`src/rtl/flash_read_responder_if.sv`:
```
// flash_read_responder_if: Avalon-MM read-only bus between the responder and the flash controller.
// Signals: read, address, byteenable, burstcount (master -> slave);
//          waitrequest, readdata, readdatavalid (slave -> master).
// Modports: master (the responder side), slave (the flash controller side).
interface flash_read_responder_if #(
    parameter int ADDR_W = 23,
    parameter int DATA_W = 32
);
    logic              read;
    logic [ADDR_W-1:0] address;
    logic [3:0]        byteenable;
    logic [5:0]        burstcount;
    logic              waitrequest;
    logic [DATA_W-1:0] readdata;
    logic              readdatavalid;

    modport master (
        output read, address, byteenable, burstcount,
        input  waitrequest, readdata, readdatavalid
    );

    modport slave (
        input  read, address, byteenable, burstcount,
        output waitrequest, readdata, readdatavalid
    );
endinterface

```
`src/rtl/flash_read_responder.sv`:
```
// flash_read_responder: turns a one-word read request into a single Avalon-MM flash read and returns the word.
// Ports: clk, reset_n (async active-low); requester side start_next_flash/read/address/byteenable in,
//        flash_reader_finished/data_in/timeout_err out; flash_mem is the Avalon master port.
// Optional FLASH_READ_CACHE_EN: a one-entry cache answers a repeated request without touching the flash.
module flash_read_responder #(
    parameter int ADDR_W         = 23,
    parameter int DATA_W         = 32,
    parameter int TIMEOUT_CYCLES = 1024
) (
    input  logic                   clk,
    input  logic                   reset_n,
    input  logic                   start_next_flash,
    input  logic                   read,
    input  logic [ADDR_W-1:0]      address,
    input  logic [3:0]             byteenable,
    output logic                   flash_reader_finished,
    output logic [DATA_W-1:0]      data_in,
    output logic                   timeout_err,
    flash_read_responder_if.master flash_mem
);
    localparam int CNT_W = $clog2(TIMEOUT_CYCLES);

    typedef enum logic [1:0] {IDLE, REQ, WAIT_DATA, DONE} state_t;

    state_t            state, state_nx;
    logic              start_d;
    logic [ADDR_W-1:0] addr_q;
    logic [3:0]        be_q;
    logic [CNT_W-1:0]  cnt;
    logic              to_q;
    logic              accept, expired, hit, load, to_nx;
    logic [DATA_W-1:0] data_nx, hit_word;

    // A request is taken only on a rising edge of the start level, so a level held high never retriggers.
    assign accept  = state == IDLE && start_next_flash && !start_d && read;
    assign expired = cnt == CNT_W'(TIMEOUT_CYCLES - 1);

`ifdef FLASH_READ_CACHE_EN
    logic              c_valid;
    logic [ADDR_W-1:0] c_addr;
    logic [3:0]        c_be;
    logic [DATA_W-1:0] c_word;
    logic              fill;

    assign hit      = c_valid && c_addr == address && c_be == byteenable;
    assign hit_word = c_word;
    // Only words that really came from the flash refresh the entry; a cache hit itself does not.
    assign fill     = load && !to_nx && state != IDLE;

    always_ff @(posedge clk or negedge reset_n) begin
        if (!reset_n) begin
            c_valid <= 1'b0;
            c_addr  <= '0;
            c_be    <= '0;
            c_word  <= '0;
        end else if (load && to_nx) begin
            c_valid <= 1'b0;
        end else if (fill) begin
            c_valid <= 1'b1;
            c_addr  <= addr_q;
            c_be    <= be_q;
            c_word  <= data_nx;
        end
    end
`else
    assign hit      = 1'b0;
    assign hit_word = '0;
`endif

    always_comb begin
        state_nx = state;
        load     = 1'b0;
        to_nx    = 1'b0;
        data_nx  = flash_mem.readdata;
        case (state)
            IDLE: begin
                if (accept) begin
                    state_nx = hit ? DONE : REQ;
                    load     = hit;
                    data_nx  = hit_word;
                end
            end
            REQ: begin
                // Data arriving with the command acceptance wins over an expiring timeout.
                if (!flash_mem.waitrequest && flash_mem.readdatavalid) begin
                    state_nx = DONE;
                    load     = 1'b1;
                end else if (expired) begin
                    state_nx = DONE;
                    load     = 1'b1;
                    to_nx    = 1'b1;
                    data_nx  = '0;
                end else if (!flash_mem.waitrequest) begin
                    state_nx = WAIT_DATA;
                end
            end
            WAIT_DATA: begin
                if (flash_mem.readdatavalid) begin
                    state_nx = DONE;
                    load     = 1'b1;
                end else if (expired) begin
                    state_nx = DONE;
                    load     = 1'b1;
                    to_nx    = 1'b1;
                    data_nx  = '0;
                end
            end
            DONE: state_nx = IDLE;
            default: state_nx = IDLE;
        endcase
    end

    always_ff @(posedge clk or negedge reset_n) begin
        if (!reset_n) begin
            state   <= IDLE;
            start_d <= 1'b0;
            addr_q  <= '0;
            be_q    <= '0;
            cnt     <= '0;
            to_q    <= 1'b0;
            data_in <= '0;
        end else begin
            state   <= state_nx;
            start_d <= start_next_flash;
            to_q    <= to_nx;
            if (accept) begin
                addr_q <= address;
                be_q   <= byteenable;
            end
            cnt <= accept ? '0 : (state == REQ || state == WAIT_DATA) ? cnt + 1'b1 : cnt;
            if (load) data_in <= data_nx;
        end
    end

    // Bus outputs decode straight from state so an async reset drops the read immediately.
    assign flash_mem.read        = state == REQ;
    assign flash_mem.address     = addr_q;
    assign flash_mem.byteenable  = be_q;
    assign flash_mem.burstcount  = 6'd1;
    assign flash_reader_finished = state == DONE;
    assign timeout_err           = to_q;
endmodule

```
`src/flat_wrapper.sv`:
```
// flat-port wrapper written by rule: the top's interface ports become plain ports
module flash_read_responder_flat 
#(
    parameter int ADDR_W         = 23,
    parameter int DATA_W         = 32,
    parameter int TIMEOUT_CYCLES = 1024
)
  (clk, reset_n, start_next_flash, read, address, byteenable, flash_reader_finished, data_in, timeout_err, flash_mem_read, flash_mem_address, flash_mem_byteenable, flash_mem_burstcount, flash_mem_waitrequest, flash_mem_readdata, flash_mem_readdatavalid);
  flash_read_responder_if #(.ADDR_W(ADDR_W), .DATA_W(DATA_W)) flash_mem_i ();
  input  logic clk;
  input  logic reset_n;
  input  logic start_next_flash;
  input  logic read;
  input  logic [ADDR_W-1:0] address;
  input  logic [3:0] byteenable;
  output logic flash_reader_finished;
  output logic [DATA_W-1:0] data_in;
  output logic timeout_err;
  output wire logic [$bits(flash_mem_i.read)-1:0] flash_mem_read;
  output wire logic [$bits(flash_mem_i.address)-1:0] flash_mem_address;
  output wire logic [$bits(flash_mem_i.byteenable)-1:0] flash_mem_byteenable;
  output wire logic [$bits(flash_mem_i.burstcount)-1:0] flash_mem_burstcount;
  input wire logic [$bits(flash_mem_i.waitrequest)-1:0] flash_mem_waitrequest;
  input wire logic [$bits(flash_mem_i.readdata)-1:0] flash_mem_readdata;
  input wire logic [$bits(flash_mem_i.readdatavalid)-1:0] flash_mem_readdatavalid;
  assign flash_mem_read = flash_mem_i.read;
  assign flash_mem_address = flash_mem_i.address;
  assign flash_mem_byteenable = flash_mem_i.byteenable;
  assign flash_mem_burstcount = flash_mem_i.burstcount;
  assign flash_mem_i.waitrequest = flash_mem_waitrequest;
  assign flash_mem_i.readdata = flash_mem_readdata;
  assign flash_mem_i.readdatavalid = flash_mem_readdatavalid;
  flash_read_responder #(.ADDR_W(ADDR_W), .DATA_W(DATA_W), .TIMEOUT_CYCLES(TIMEOUT_CYCLES)) u_core (.clk(clk), .reset_n(reset_n), .start_next_flash(start_next_flash), .read(read), .address(address), .byteenable(byteenable), .flash_reader_finished(flash_reader_finished), .data_in(data_in), .timeout_err(timeout_err), .flash_mem(flash_mem_i));
endmodule
```
`config.mk`:
```
export PLATFORM = sky130hd
export DESIGN_NAME = flash_read_responder_flat
export DESIGN_NICKNAME = d
export VERILOG_FILES = /design/src/rtl/flash_read_responder_if.sv /design/src/rtl/flash_read_responder.sv /design/src/flat_wrapper.sv
export SDC_FILE = /design/constraint.sdc
export NUM_CORES = 1
export LEC_CHECK = 0
export ABC_AREA = 1
export CAP_MARGIN = 10
export CELL_PAD_IN_SITES_DETAIL_PLACEMENT = 0
export CELL_PAD_IN_SITES_GLOBAL_PLACEMENT = 1
export CORE_MARGIN = 4
export CORE_UTILIZATION = 31
export DETAILED_ROUTE_END_ITERATION = 10
export GPL_TIMING_DRIVEN = 0
export PLACE_DENSITY_LB_ADDON = 0.1
export SYNTH_ARGS = -nofsm -noshare
export SYNTH_HDL_FRONTEND = slang
export SYNTH_SLANG_ARGS = --single-unit
```
`constraint.sdc`:
```
create_clock -name clk -period 2.5 [get_ports clk]
set_clock_uncertainty 0.1 [all_clocks]
set_input_delay 0.25 -clock clk [delete_from_list [all_inputs] [get_ports clk]]
set_output_delay 0.25 -clock clk [all_outputs]
set_load 0.005 [all_outputs]
```
==> Word-level counts from Yosys, hierarchy flattened <==
Index checks and enable logic that the tools add are counted.
{ "word_totals": {"reg_bits": 73, "in_bits": 65, "out_inout_bits": 68, "elab_cells": 46} }
{ "classes": {"add_sub_neg": 1, "n_eq_ne": 7, "mux": 21, "n_reduce_logical": 10} }
{ "ops": {"columns": ["cell", "count"], "rows": [
  ["$mux 32", 4],
  ["$pmux 32 s3", 1],
  ["$mux 10", 2],
  ["$mux 2", 6],
  ["$add 10x1->10 const B", 1],
  ["$eq 10x10->1 const B", 1],
  ["$pmux 2 s4", 1],
  ["$mux 1", 5],
  ["$eq 2x2->1 const B", 2],
  ["$logic_and 1x1->1", 4],
  ["$ne 4x2->1 const B", 1],
  ["$pmux 1 s2", 2],
  ["$ne 3x2->1 const B", 1],
  ["$reduce_and 3->1", 1],
  ["$eq 2x1->1 const B", 1],
  ["$logic_not 1->1", 2],
  ["$logic_not 2->1", 1],
  ["$ne 2x1->1 const B", 1],
  ["$reduce_bool 2->1", 1],
  ["$logic_or 1x1->1", 1]
]} }

==> Longest topological paths before layout <==
{ "logic_depth": {"ltp_word": 6, "ltp_mapped": 12, "depth_no_buf": 11} }

==> Least setup slack after synthesis <==
OpenSTA, ideal clock, no wires.
{ "synth_timing": {"path_type": "register to register", "start": "register u_core.state[0]", "end": "register u_core.cnt[7]", "t_arrival_ns": 1.513, "required_ns": 2.277, "slack_ns": 0.765, "path_stages_with_launch": 9, "synth_period_minus_slack_ns": 1.735, "cell_sequence": "dfrtp_1 -> inv_1 -> ha_1 -> buf_2 -> nand2_1 -> nor3_1 -> nand2_1 -> nor3b_1 -> nor2_1"} }
{ "synth_between": {"elab_chain_len": 5} }
{ "synth_rtl": {"columns": ["item", "line", "source"], "rows": [
  ["start: declaration", "flash_read_responder.sv:25", "state_t state, state_nx;"],
  ["start signal: assignment", "flash_read_responder.sv:123", "state <= state_nx;"],
  ["$logic_not 2->1", "flash_read_responder.sv:35", "assign accept = state == IDLE && start_next_flash && !start_d && read;"],
  ["$logic_and 1x1->1 (3 in a row)", "flash_read_responder.sv:35", null],
  ["$mux 10 / $reduce_bool 2->1 (equally long branches)", null, null],
  ["end signal: assignment", "flash_read_responder.sv:130", "cnt <= accept ? '0 : (state == REQ || state == WAIT_DATA) ? cnt + 1'b1 : cnt;"],
  ["end: declaration", "flash_read_responder.sv:29", "logic [CNT_W-1:0] cnt;"]
]} }
Several ways; a longest one is shown, not always the timed one.
A chain may end at the register's enable or synchronous reset.

==> Worst setup path after layout <==
Ends and elaborated chain as after synthesis.

==> results.yml <==
timing:
  fmax_mhz: 495
  finalCritPeriodShare_pct: 80.9
  rsz0062_at_grt: "false"
  worstMarginPinSlew_ns: 0.547
  hold_viol: 0
  fin_crit_ns: 2.02
  slew_headroom_pct: 63.5
  final-setup-viol-count: 0
  setup_slack_ns: 0.478
  finalMaxSlewViolations: 0
drt:
  vias_per_cell: 4.22
  postRouteAntennaNets: 0
  drc: 0
  drt_wl_total_um: 9230
  first_pass_iters: 4
  num_vias: 3062
  drtIter0Drc: 147
  wl_per_cell_um: 12.7
clock_network:
  htreeDepth: 3
  cts_tree: "yes"
  cts-resized-gates: 0
  cts_root_buffer: "clkbuf_16"
  insertion_delay_ns: 0.33
  numCtsBuffers: 9
  clk_pin_slew_worst_paths_ns: 0.06
  post-cts-setup-buffer-count: 0
  clk_path_buf_depth: 2
  holdBufCountCts: 1
  numClockSinks: 73
yosys:
  synthMuxAreaShare_pct: 0
  synth_ff_type: "dfrtp_1"
  synth_top_area_share_pct: 52.4
  yosys_warnings: 0
  synth_xor_area_share_pct: 0
  synth.most_common_cell: "nand2_1"
  synth_edf_count: 0
  synthDistinctLibCells: 26
  synth_area_per_cell_um2: 7.97
  synthTopCellsByCount: "nand2_1 (204), dfrtp_1 (73), inv_1 (50)"
  synth_compound_area_share_pct: 2.95
  ys_seq_area_share_pct: 52.4
  synth_area_um2: 3480
  async_flop_share_pct: 100
  synthSimpleGateAreaFrac_pct: 32.4
  syn_inst: 437
  synth_top_cell_by_area: "dfrtp_1"
  synth_fa_ha_area_share_pct: 2.16
  synth.area.top_cells: "dfrtp_1 (52%), nand2_1 (22%), inv_1 (5.4%)"
  synth_top_family_by_area: "simple AND/OR/NAND/NOR gates"
  ys_seq_elements: 73
floorplanning:
  fp.dieH_um: 114
  start_util_pct: 31.9
  top_level_ports: 133
  rows: 38
  core_um2: 10900
  die_w_um: 114
  dieArea_um2: 13000
grt:
  grt.overflow.total: 0
  grt_pass1_vias: 3113
  grt_use_met1_pct: 18.8
  track_usage_pct: 14.6
  grt_max_degree: 45
  met2_usage_pct: 22.8
  grt_busiest_layer: "met2"
  grt_first_pass_wirelength_um: 15200
  met3_usage_pct: 6.58
  grt_antenna_before_repair: 0
setup_path:
  crit_fanout: 9
  cp_data_required_time_ns: 2.61
  start_kind: "flip-flop"
  critPathKind: "reg2reg"
  crit_arrival_ns: 2.13
  endpoint_kind: "flip-flop"
place:
  gp_congestion: 0.788
  io_buffers: 126
  hpwl_um: 6660
  dp_slack_ns: 0.483
flow_run:
  drv_cap: 0
layout:
  drive_above_1_share_pct: 12.1
  areaGrowthSynthToFinish_pct: 51.9
  nFillCells: 1139
  final_nets: 651
  utilization_pct: 48.4
  antenna_cells: 0
power:
  leakage_nw: 2.70
  p_total_mw: 5.87
  p_per_area_nw_per_um2: 1110
  irDropWorstVdd_uv: 445
worst_hold_path:
  worstHoldPathType: "in2reg"
outcome:
  status: "complete, no violations"
[sequential cells by signal (all words and copies together) (netlist names)]
register                     count
u_core.data_in                  32
u_core.state                     2
u_core.cnt                      10
u_core.flash_mem.byteenable      4
u_core.start_d                   1
u_core.flash_mem.address        23
u_core.timeout_err               1
[metrics by stage]
step | cell area (um^2) | std cells | hold WS (ns) | setup TNS [ns]
global route | 5290 | 725 | 0.286 | 0
floorplan | 3500 | 441 | -0.146 | 0
finish | 5290 | 725 | 0.293 | 0
CTS | 5290 | 725 | 0.282 | 0
detailed placement | 4960 | 708 | 0.123 | 0
global placement | 4930 | 707 | 0.361 | -128.72
[final timing paths]
kind                       cells after the start                           end  slack, ns                    startpoint
min in group asynchronous                      2               u_core.state[0]       0.31                       reset_n
max in group asynchronous                      3             u_core.data_in[4]       1.42                       reset_n
hold reg to reg                                2  u_core.flash_mem.address[18]       0.38  u_core.flash_mem.address[18]
setup / recovery                               8                 u_core.cnt[7]       0.48               u_core.state[0]
hold / removal                                 1                u_core.start_d       0.29              start_next_flash
setup reg to reg                               8                 u_core.cnt[7]       0.48               u_core.state[0]
[cell usage in the layout (no fill, tap or decap), types with 3 or more instances in the layout]
cell type and instances:
a21oi_1 7, buf_2 4, buf_4 7, buf_6 6, clkbuf_1 6, clkbuf_16 9
clkdlybuf4s50_1 125, conb_1 6, dfrtp_1 73, ha_1 6, inv_1 50, nand2_1 204
nand2_2 3, nand3_1 3, nor2_1 14, nor2_2 29, nor3_1 7, o21ai_0 6
[power by group]
part           internal (mW)  switching, mW  total, mW
logic                   1.33           1.18       2.51
registers               1.67          0.301       1.97
clock network          0.874          0.514       1.39
total                   3.87           2.00       5.87
[metal layers]
layer	wire, um	share of wire (%)
met1	4250	46
met4	53	0.57
met5	0	0
met2	4040	44
met3	884	9.6
[worst max-delay path: stages, from the launching register on]
cell and delay (ns):
dfrtp_1 0.42, inv_1 0.10, ha_1 0.28, buf_2 0.21
nand2_1 0.10, nor3_1 0.24, nand2_1 0.17, nor3b_1 0.21
nor2_1 0.07
[area by class of cell]
type | instances | area [um^2] | share of cell area, %
Clock buffer | 9 | 225 | 4.26
Multi-Input combinational cell | 296 | 1330 | 25.1
Buffer | 22 | 155 | 2.93
Inverter | 50 | 188 | 3.55
Tap cell | 140 | 175 | 3.31
Sequential cell | 73 | 1830 | 34.5
Timing Repair Buffer | 128 | 1300 | 24.5
Clock inverter | 7 | 95.1 | 1.80
[logic make-up (layout without fill, tap and decap cells)]
kind of cell,Yosys count,in the layout
buffers and inverters,72,216
other,2,6
AO/OA/AOI/OAI,18,18
adder cells (fa/ha/maj),6,6
AND/OR/NAND/NOR,266,266
flip-flops,73,73
Power figures use the tool's default switching activity.
==> patch 1, RTL diff (config.mk and constraints unchanged) <==
Re-encode `state_t` (4 states) as one-hot, 4 bits wide.
--- a/src/rtl/flash_read_responder.sv
+++ b/src/rtl/flash_read_responder.sv
@@ -21,5 +21,5 @@
     localparam int CNT_W = $clog2(TIMEOUT_CYCLES);
 
-    typedef enum logic [1:0] {IDLE, REQ, WAIT_DATA, DONE} state_t;
+    typedef enum logic [3:0] {IDLE = 4'b0001, REQ = 4'b0010, WAIT_DATA = 4'b0100, DONE = 4'b1000} state_t;
 
     state_t            state, state_nx;
Formal check against the unedited RTL: same outputs for any inputs over 4 cycles, from zero or initial values and one cycle with reset_n low; so few cycles prove little.
==> patch 1 against the original RTL <==
Maximum frequency shrank 0.45%. Wire length shrank 0.72%. Sequential cell count increased by 2. First-iteration DRC count is 38% higher. Area after synthesis rose by 2.5%. Final area up 0.57%. Register-to-register slack improved by 100 ps. Worst setup slack lost 9.0 ps. Critical path type is now flip-flop to primary output. Critical endpoint is now flash_mem_read. Largest cell class unchanged.
Power is not compared: it rests on default switching activity, and its combinational part moved more than twofold at a synthesized area within 25%.
==> patch 1: results (changes against the original RTL) <==
M2 GR Usage: 0.228 (+0.000453)
Max FO, Critical Path: 4 (-5)
placed insts: 726 (+2.5%)
R2R setup slack: 580 ps (+100 ps)
uppermost layer routed: met4
largest net degree at the start of global routing: 49 (+8.9%)
area of the multi-input gates: 1330 um^2 (about the same)
Max Root-Sink Buffers: 2 (unchanged)
Final Net Count: 664 (+2.0%)
Post-Syn Instances: 455 (+4.1%)
Register Area: 1880 um^2 (+2.8%)
Worst R2R Path Depth: 10 (+2)
worst flop-to-flop path endpoint: u_core.data_in[3]$_DFFE_PN0P_
clock-pin slew on the worst setup and hold paths: 60 ps (about the same)
delay-heaviest family, CP: buffers and inverters
crit path DAT: 1680 ps (-450 ps)
Max stage delay on crit path: 560 ps (+140 ps)
inverter count: 57 (+14%)
share of post-route cells with drive strength above 1: 0.113 (-0.00860)
reg-to-reg startpoint: u_core.cnt[0]$_DFFE_PN0P_
M3 GR Usage: 0.0674 (+0.00159)
Seq/Total Area, Yosys: 0.526 (+0.00150)
Clock-cell share: 0.0494 (-0.0112)
clkbuf count: 11 (+2)
max FFs per register: 32 (unchanged)
fraction of area in registers: 0.353 (+0.00769)
vias per inst: 4.22 (-0.13%)
H-Tree Depth: 3 (unchanged)
Multi-In Gates: 305 (+3.0%)
Met1 Wirelength: 4.02 mm (-5.4%)
vias in the first global route: 3174 (+2.0%)
top post-synthesis cells by count: 205 x nand2_1, 74 x dfrtp_1, 54 x inv_1
dpl ws: 465 ps (-18.3 ps)
library cells used by synthesis: 25 (-3.8%)
Slowest cell on crit path: clkdlybuf4s50_1
first-pass GRT wire length: 15.4 mm (+1.8%)
ranking of synthesized cells by area: dfrtp_1 52%, nand2_1 22%, inv_1 5.7%
Vias: 3134 (+2.4%)
GPL Wtd Cong: 0.738 (-6.4%)
Area after DPL: 5050 um^2 (+1.8%)
min-delay src: start_next_flash
DR WL met3: 753 um (-15%)
met1 Use GR: 0.188 (-0.000341)
outcome: finished clean
Initial DRC Count: 203 (+38%)
Filler Cell Count: 1139 (unchanged)
num sequential: 75 (+2.7%)
input/output buffers: 126 (unchanged)
All-Layer GR Usage: 0.147 (+0.00137)
Non-clk bufs: 150 (unchanged)
met2 wire length: 4.31 mm (+6.9%)
NonClk Buf Share: 0.275 (+0.000568)
DR WL/cell: 12.3 um (-3.1%)
initial antenna violation count: 0 (unchanged)
dpl hpwl: 6.84 mm (+2.6%)
fraction of registers with async set/reset: 1.00 (unchanged)
[patch 1: changes by cell type after synthesis, moves of 5 or more]
| cell | before | now |
|---|---|---|
| nand3_1 | 3 | 11 |
| nor2_2 | 29 | 18 |
| nand4_1 | 2 | 10 |
| ha_1 | 6 | 1 |
| nor2_1 | 14 | 26 |
[patch 1: kinds of logic (layout without fill, tap and decap cells)]
group,Yosys count,count (layout),synth area share
fa+ha+maj,1,1,0.00350
compound gates,14,14,0.0203
buf+inv,79,223,0.107
flops,75,75,0.526
other cells,2,6,0.00210
simple gates,284,284,0.342
[patch 1: timing repair]
action                                 in CTS  in global routing
hold buffers                                1                  0
endpoints found under the hold margin      27                  0
gates resized for setup                     0                  0
[patch 1: power by group]
part / switching [W] / internal, W
Combinational: 0.000231 / 0.000398
Clock: 0.000488 / 0.000666
Sequential: 0.0000827 / 0.00136
[patch 1: worst max path at each step]
| stage | startpoint | end | cells after the start | slack, ps |
|---|---|---|---|---|
| final | u_core.state[3]$_DFFE_PN0P_ | flash_mem_read | 4 | 470 |
| after detailed placement | start_next_flash | u_core.data_in[20]$_DFFE_PN0P_ | 11 | 460 |
| after CTS | u_core.state[3]$_DFFE_PN0P_ | flash_mem_read | 4 | 440 |
| after floorplan | u_core.cnt[0]$_DFFE_PN0P_ | u_core.data_in[0]$_DFFE_PN0P_ | 10 | 820 |
| after global placement | reset_n | u_core.data_in[27]$_DFFE_PN0P_ | 1 | -1810 |
| after global routing | u_core.state[1]$_DFFE_PN0P_ | flash_reader_finished | 4 | 350 |
[patch 1: per-stage QoR]
step / power, W / hold slack, ps
2_1_floorplan: 0.00164 / -146
3_5_place_dp: 0.00210 / 108
4_1_cts: 0.00329 / 271
5_1_grt: 0.00344 / 275
6_report: 0.00322 / 280
3_3_place_gp: 0.00209 / 353
==> patch 2, RTL diff (config.mk and constraints unchanged) <==
Without the edit above. `DATA_W` is set to 32 in 3 places; all go to 16.
--- a/src/rtl/flash_read_responder_if.sv
+++ b/src/rtl/flash_read_responder_if.sv
@@ -5,5 +5,5 @@
 interface flash_read_responder_if #(
     parameter int ADDR_W = 23,
-    parameter int DATA_W = 32
+    parameter int DATA_W = 16
 );
     logic              read;
--- a/src/rtl/flash_read_responder.sv
+++ b/src/rtl/flash_read_responder.sv
@@ -5,5 +5,5 @@
 module flash_read_responder #(
     parameter int ADDR_W         = 23,
-    parameter int DATA_W         = 32,
+    parameter int DATA_W         = 16,
     parameter int TIMEOUT_CYCLES = 1024
 ) (
--- a/src/flat_wrapper.sv
+++ b/src/flat_wrapper.sv
@@ -3,5 +3,5 @@
 #(
     parameter int ADDR_W         = 23,
-    parameter int DATA_W         = 32,
+    parameter int DATA_W         = 16,
     parameter int TIMEOUT_CYCLES = 1024
 )
Interface: changed (resized data_in and flash_mem_readdata); port bits go from 133 to 101. No check against the original RTL was run, so the function may have changed too.
==> patch 2 against the original RTL <==
Sequential cell count shrank 16. Total power is 30% lower. Via count fell by 24%. Worst setup slack improved by 27 ps. Wire length is 31% lower. Register-to-register slack improved by 50 ps. Clock power decreased by 46%. Final area down 25%. Worst hold slack improved by 2.6 ps. Highest routed layer unchanged. Sequential share of layout area up 1.5 points. First-iteration DRC count down 56%. Area after synthesis fell by 23%.
==> patch 2: results (changes against the original RTL) <==
Area after DPL: 3780 um^2 (-24%)
Worst R2R Path Depth: 12 (+4)
Max Root-Sink Buffers: 2 (unchanged)
Slew HR: 0.508 (-0.128)
Max stage delay on crit path: 520 ps (+100 ps)
Max FO, Critical Path: 5 (-4)
H-Tree Depth: 3 (unchanged)
worst flop-to-flop path endpoint: u_core.data_in[8]$_DFFE_PN0P_
Final Net Count: 501 (-23%)
M3 GR Usage: 0.0468 (-0.0190)
share of post-route cells with drive strength above 1: 0.105 (-0.0167)
VDD IR-drop max: 0.000428 V (-4.0%)
M2 GR Usage: 0.198 (-0.0299)
Slowest cell on crit path: clkdlybuf4s50_1
R2R setup slack: 530 ps (+50 ps)
met1 Use GR: 0.161 (-0.0275)
first-pass GRT wire length: 10.5 mm (-31%)
outcome: finished clean
DRT Pass-1 Iters: 4 (unchanged)
top post-synthesis cells by count: 156 x nand2_1, 57 x dfrtp_1, 33 x inv_1
hold crit path type: input port to flip-flop
dpl hpwl: 4.55 mm (-32%)
largest net degree at the start of global routing: 58 (+29%)
clock latency on the worst-skew pair: 320 ps
P_leak: 2.03 nW (-25%)
final setup fails: 0 (unchanged)
Seq/Total Area, Yosys: 0.529 (+0.00433)
CTS Root Cell: clkbuf_8
max FFs per register: 23 (-28%)
Critical path origin: u_core.state[1]$_DFFE_PN0P_
ranking of synthesized cells by area: dfrtp_1 53%, nand2_1 22%, inv_1 4.6%
Synth Area in Adders: 0.0278 (+0.00628)
dpl ws: 522 ps (+38.3 ps)
delay-heaviest family, CP: buffers and inverters
top-count cell post-synth: nand2_1
post-synthesis mux area share: 0 (unchanged)
uppermost layer routed: met4
top_reg_cell synth: dfrtp_1
Met1 Wirelength: 2.94 mm (-31%)
DR WL met3: 536 um (-39%)
library cells used by synthesis: 28 (+7.7%)
Initial DRC Count: 64 (-56%)
Filler Cell Count: 865 (-24%)
xor and xnor fraction of the mapped netlist area: 0 (unchanged)
aggregate routed wire length: 6.40 mm (-31%)
vias per inst: 4.20 (-0.63%)
Compound-Gate Fraction of Synth Area: 0.0380 (+0.00858)
clock-pin slew on the worst setup and hold paths: 60 ps (about the same)
Tcrit/Tclk final: 0.798 (-0.0109)
All-Layer GR Usage: 0.127 (-0.0188)
GPL Wtd Cong: 0.749 (-4.9%)
input/output buffers: 94 (-25%)
crit path DAT: 1640 ps (-490 ps)
Antenna Cells: 0 (unchanged)
fraction of registers with async set/reset: 1.00 (unchanged)
met2 wire length: 2.86 mm (-29%)
CP Capture Point: flash_mem_read
CTS tree: done
==> patch 2: worst min-delay path by stage <==
stage          depth (start not counted)                                      from                                        to  slack (ps)
4_1_cts                                1                          start_next_flash                  u_core.start_d$_DFF_PN0_         280
6_report                               1                          start_next_flash                  u_core.start_d$_DFF_PN0_         300
5_1_grt                                1                          start_next_flash                  u_core.start_d$_DFF_PN0_         290
3_3_place_gp                           2  u_core.flash_mem.address[11]$_DFFE_PN0P_  u_core.flash_mem.address[11]$_DFFE_PN0P_         360
3_5_place_dp                           1                                   reset_n              u_core.timeout_err$_DFF_PN0_         280
2_1_floorplan                          0                                   reset_n                 u_core.cnt[0]$_DFFE_PN0P_        -150
==> patch 2: layout make-up <==
class	count	area [um^2]	share of cell area
Timing Repair Buffer	95	948	0.239
Clock inverter	3	17.5	0.00442
Buffer	17	115	0.0291
Clock buffer	11	151	0.0382
Tap cell	105	131	0.0332
Inverter	34	128	0.0322
Multi-Input combinational cell	232	1040	0.263
Sequential cell	57	1430	0.360
==> patch 2: what timing repair did <==
item | in CTS | in global routing
hold endpoints to repair | 57 | 0
hold buffers | 1 | 0
gates resized for setup | 0 | 0
==> patch 2: power by group <==
| part | internal [W] | switching (W) | total, W |
|---|---|---|---|
| Combinational | 0.000992 | 0.000843 | 0.00184 |
| Clock | 0.000399 | 0.000352 | 0.000751 |
| Sequential | 0.00130 | 0.000230 | 0.00153 |
==> patch 2: metrics by stage <==
step                      power (W)  TNS [ps]   util  instances
after detailed placement    0.00342         0  0.453        539
after global placement      0.00341    -57360  0.454        539
after floorplan             0.00244         0      -        340
after CTS                   0.00421         0  0.475        554
after global routing        0.00448         0  0.475        554
final                       0.00412         0  0.475        554
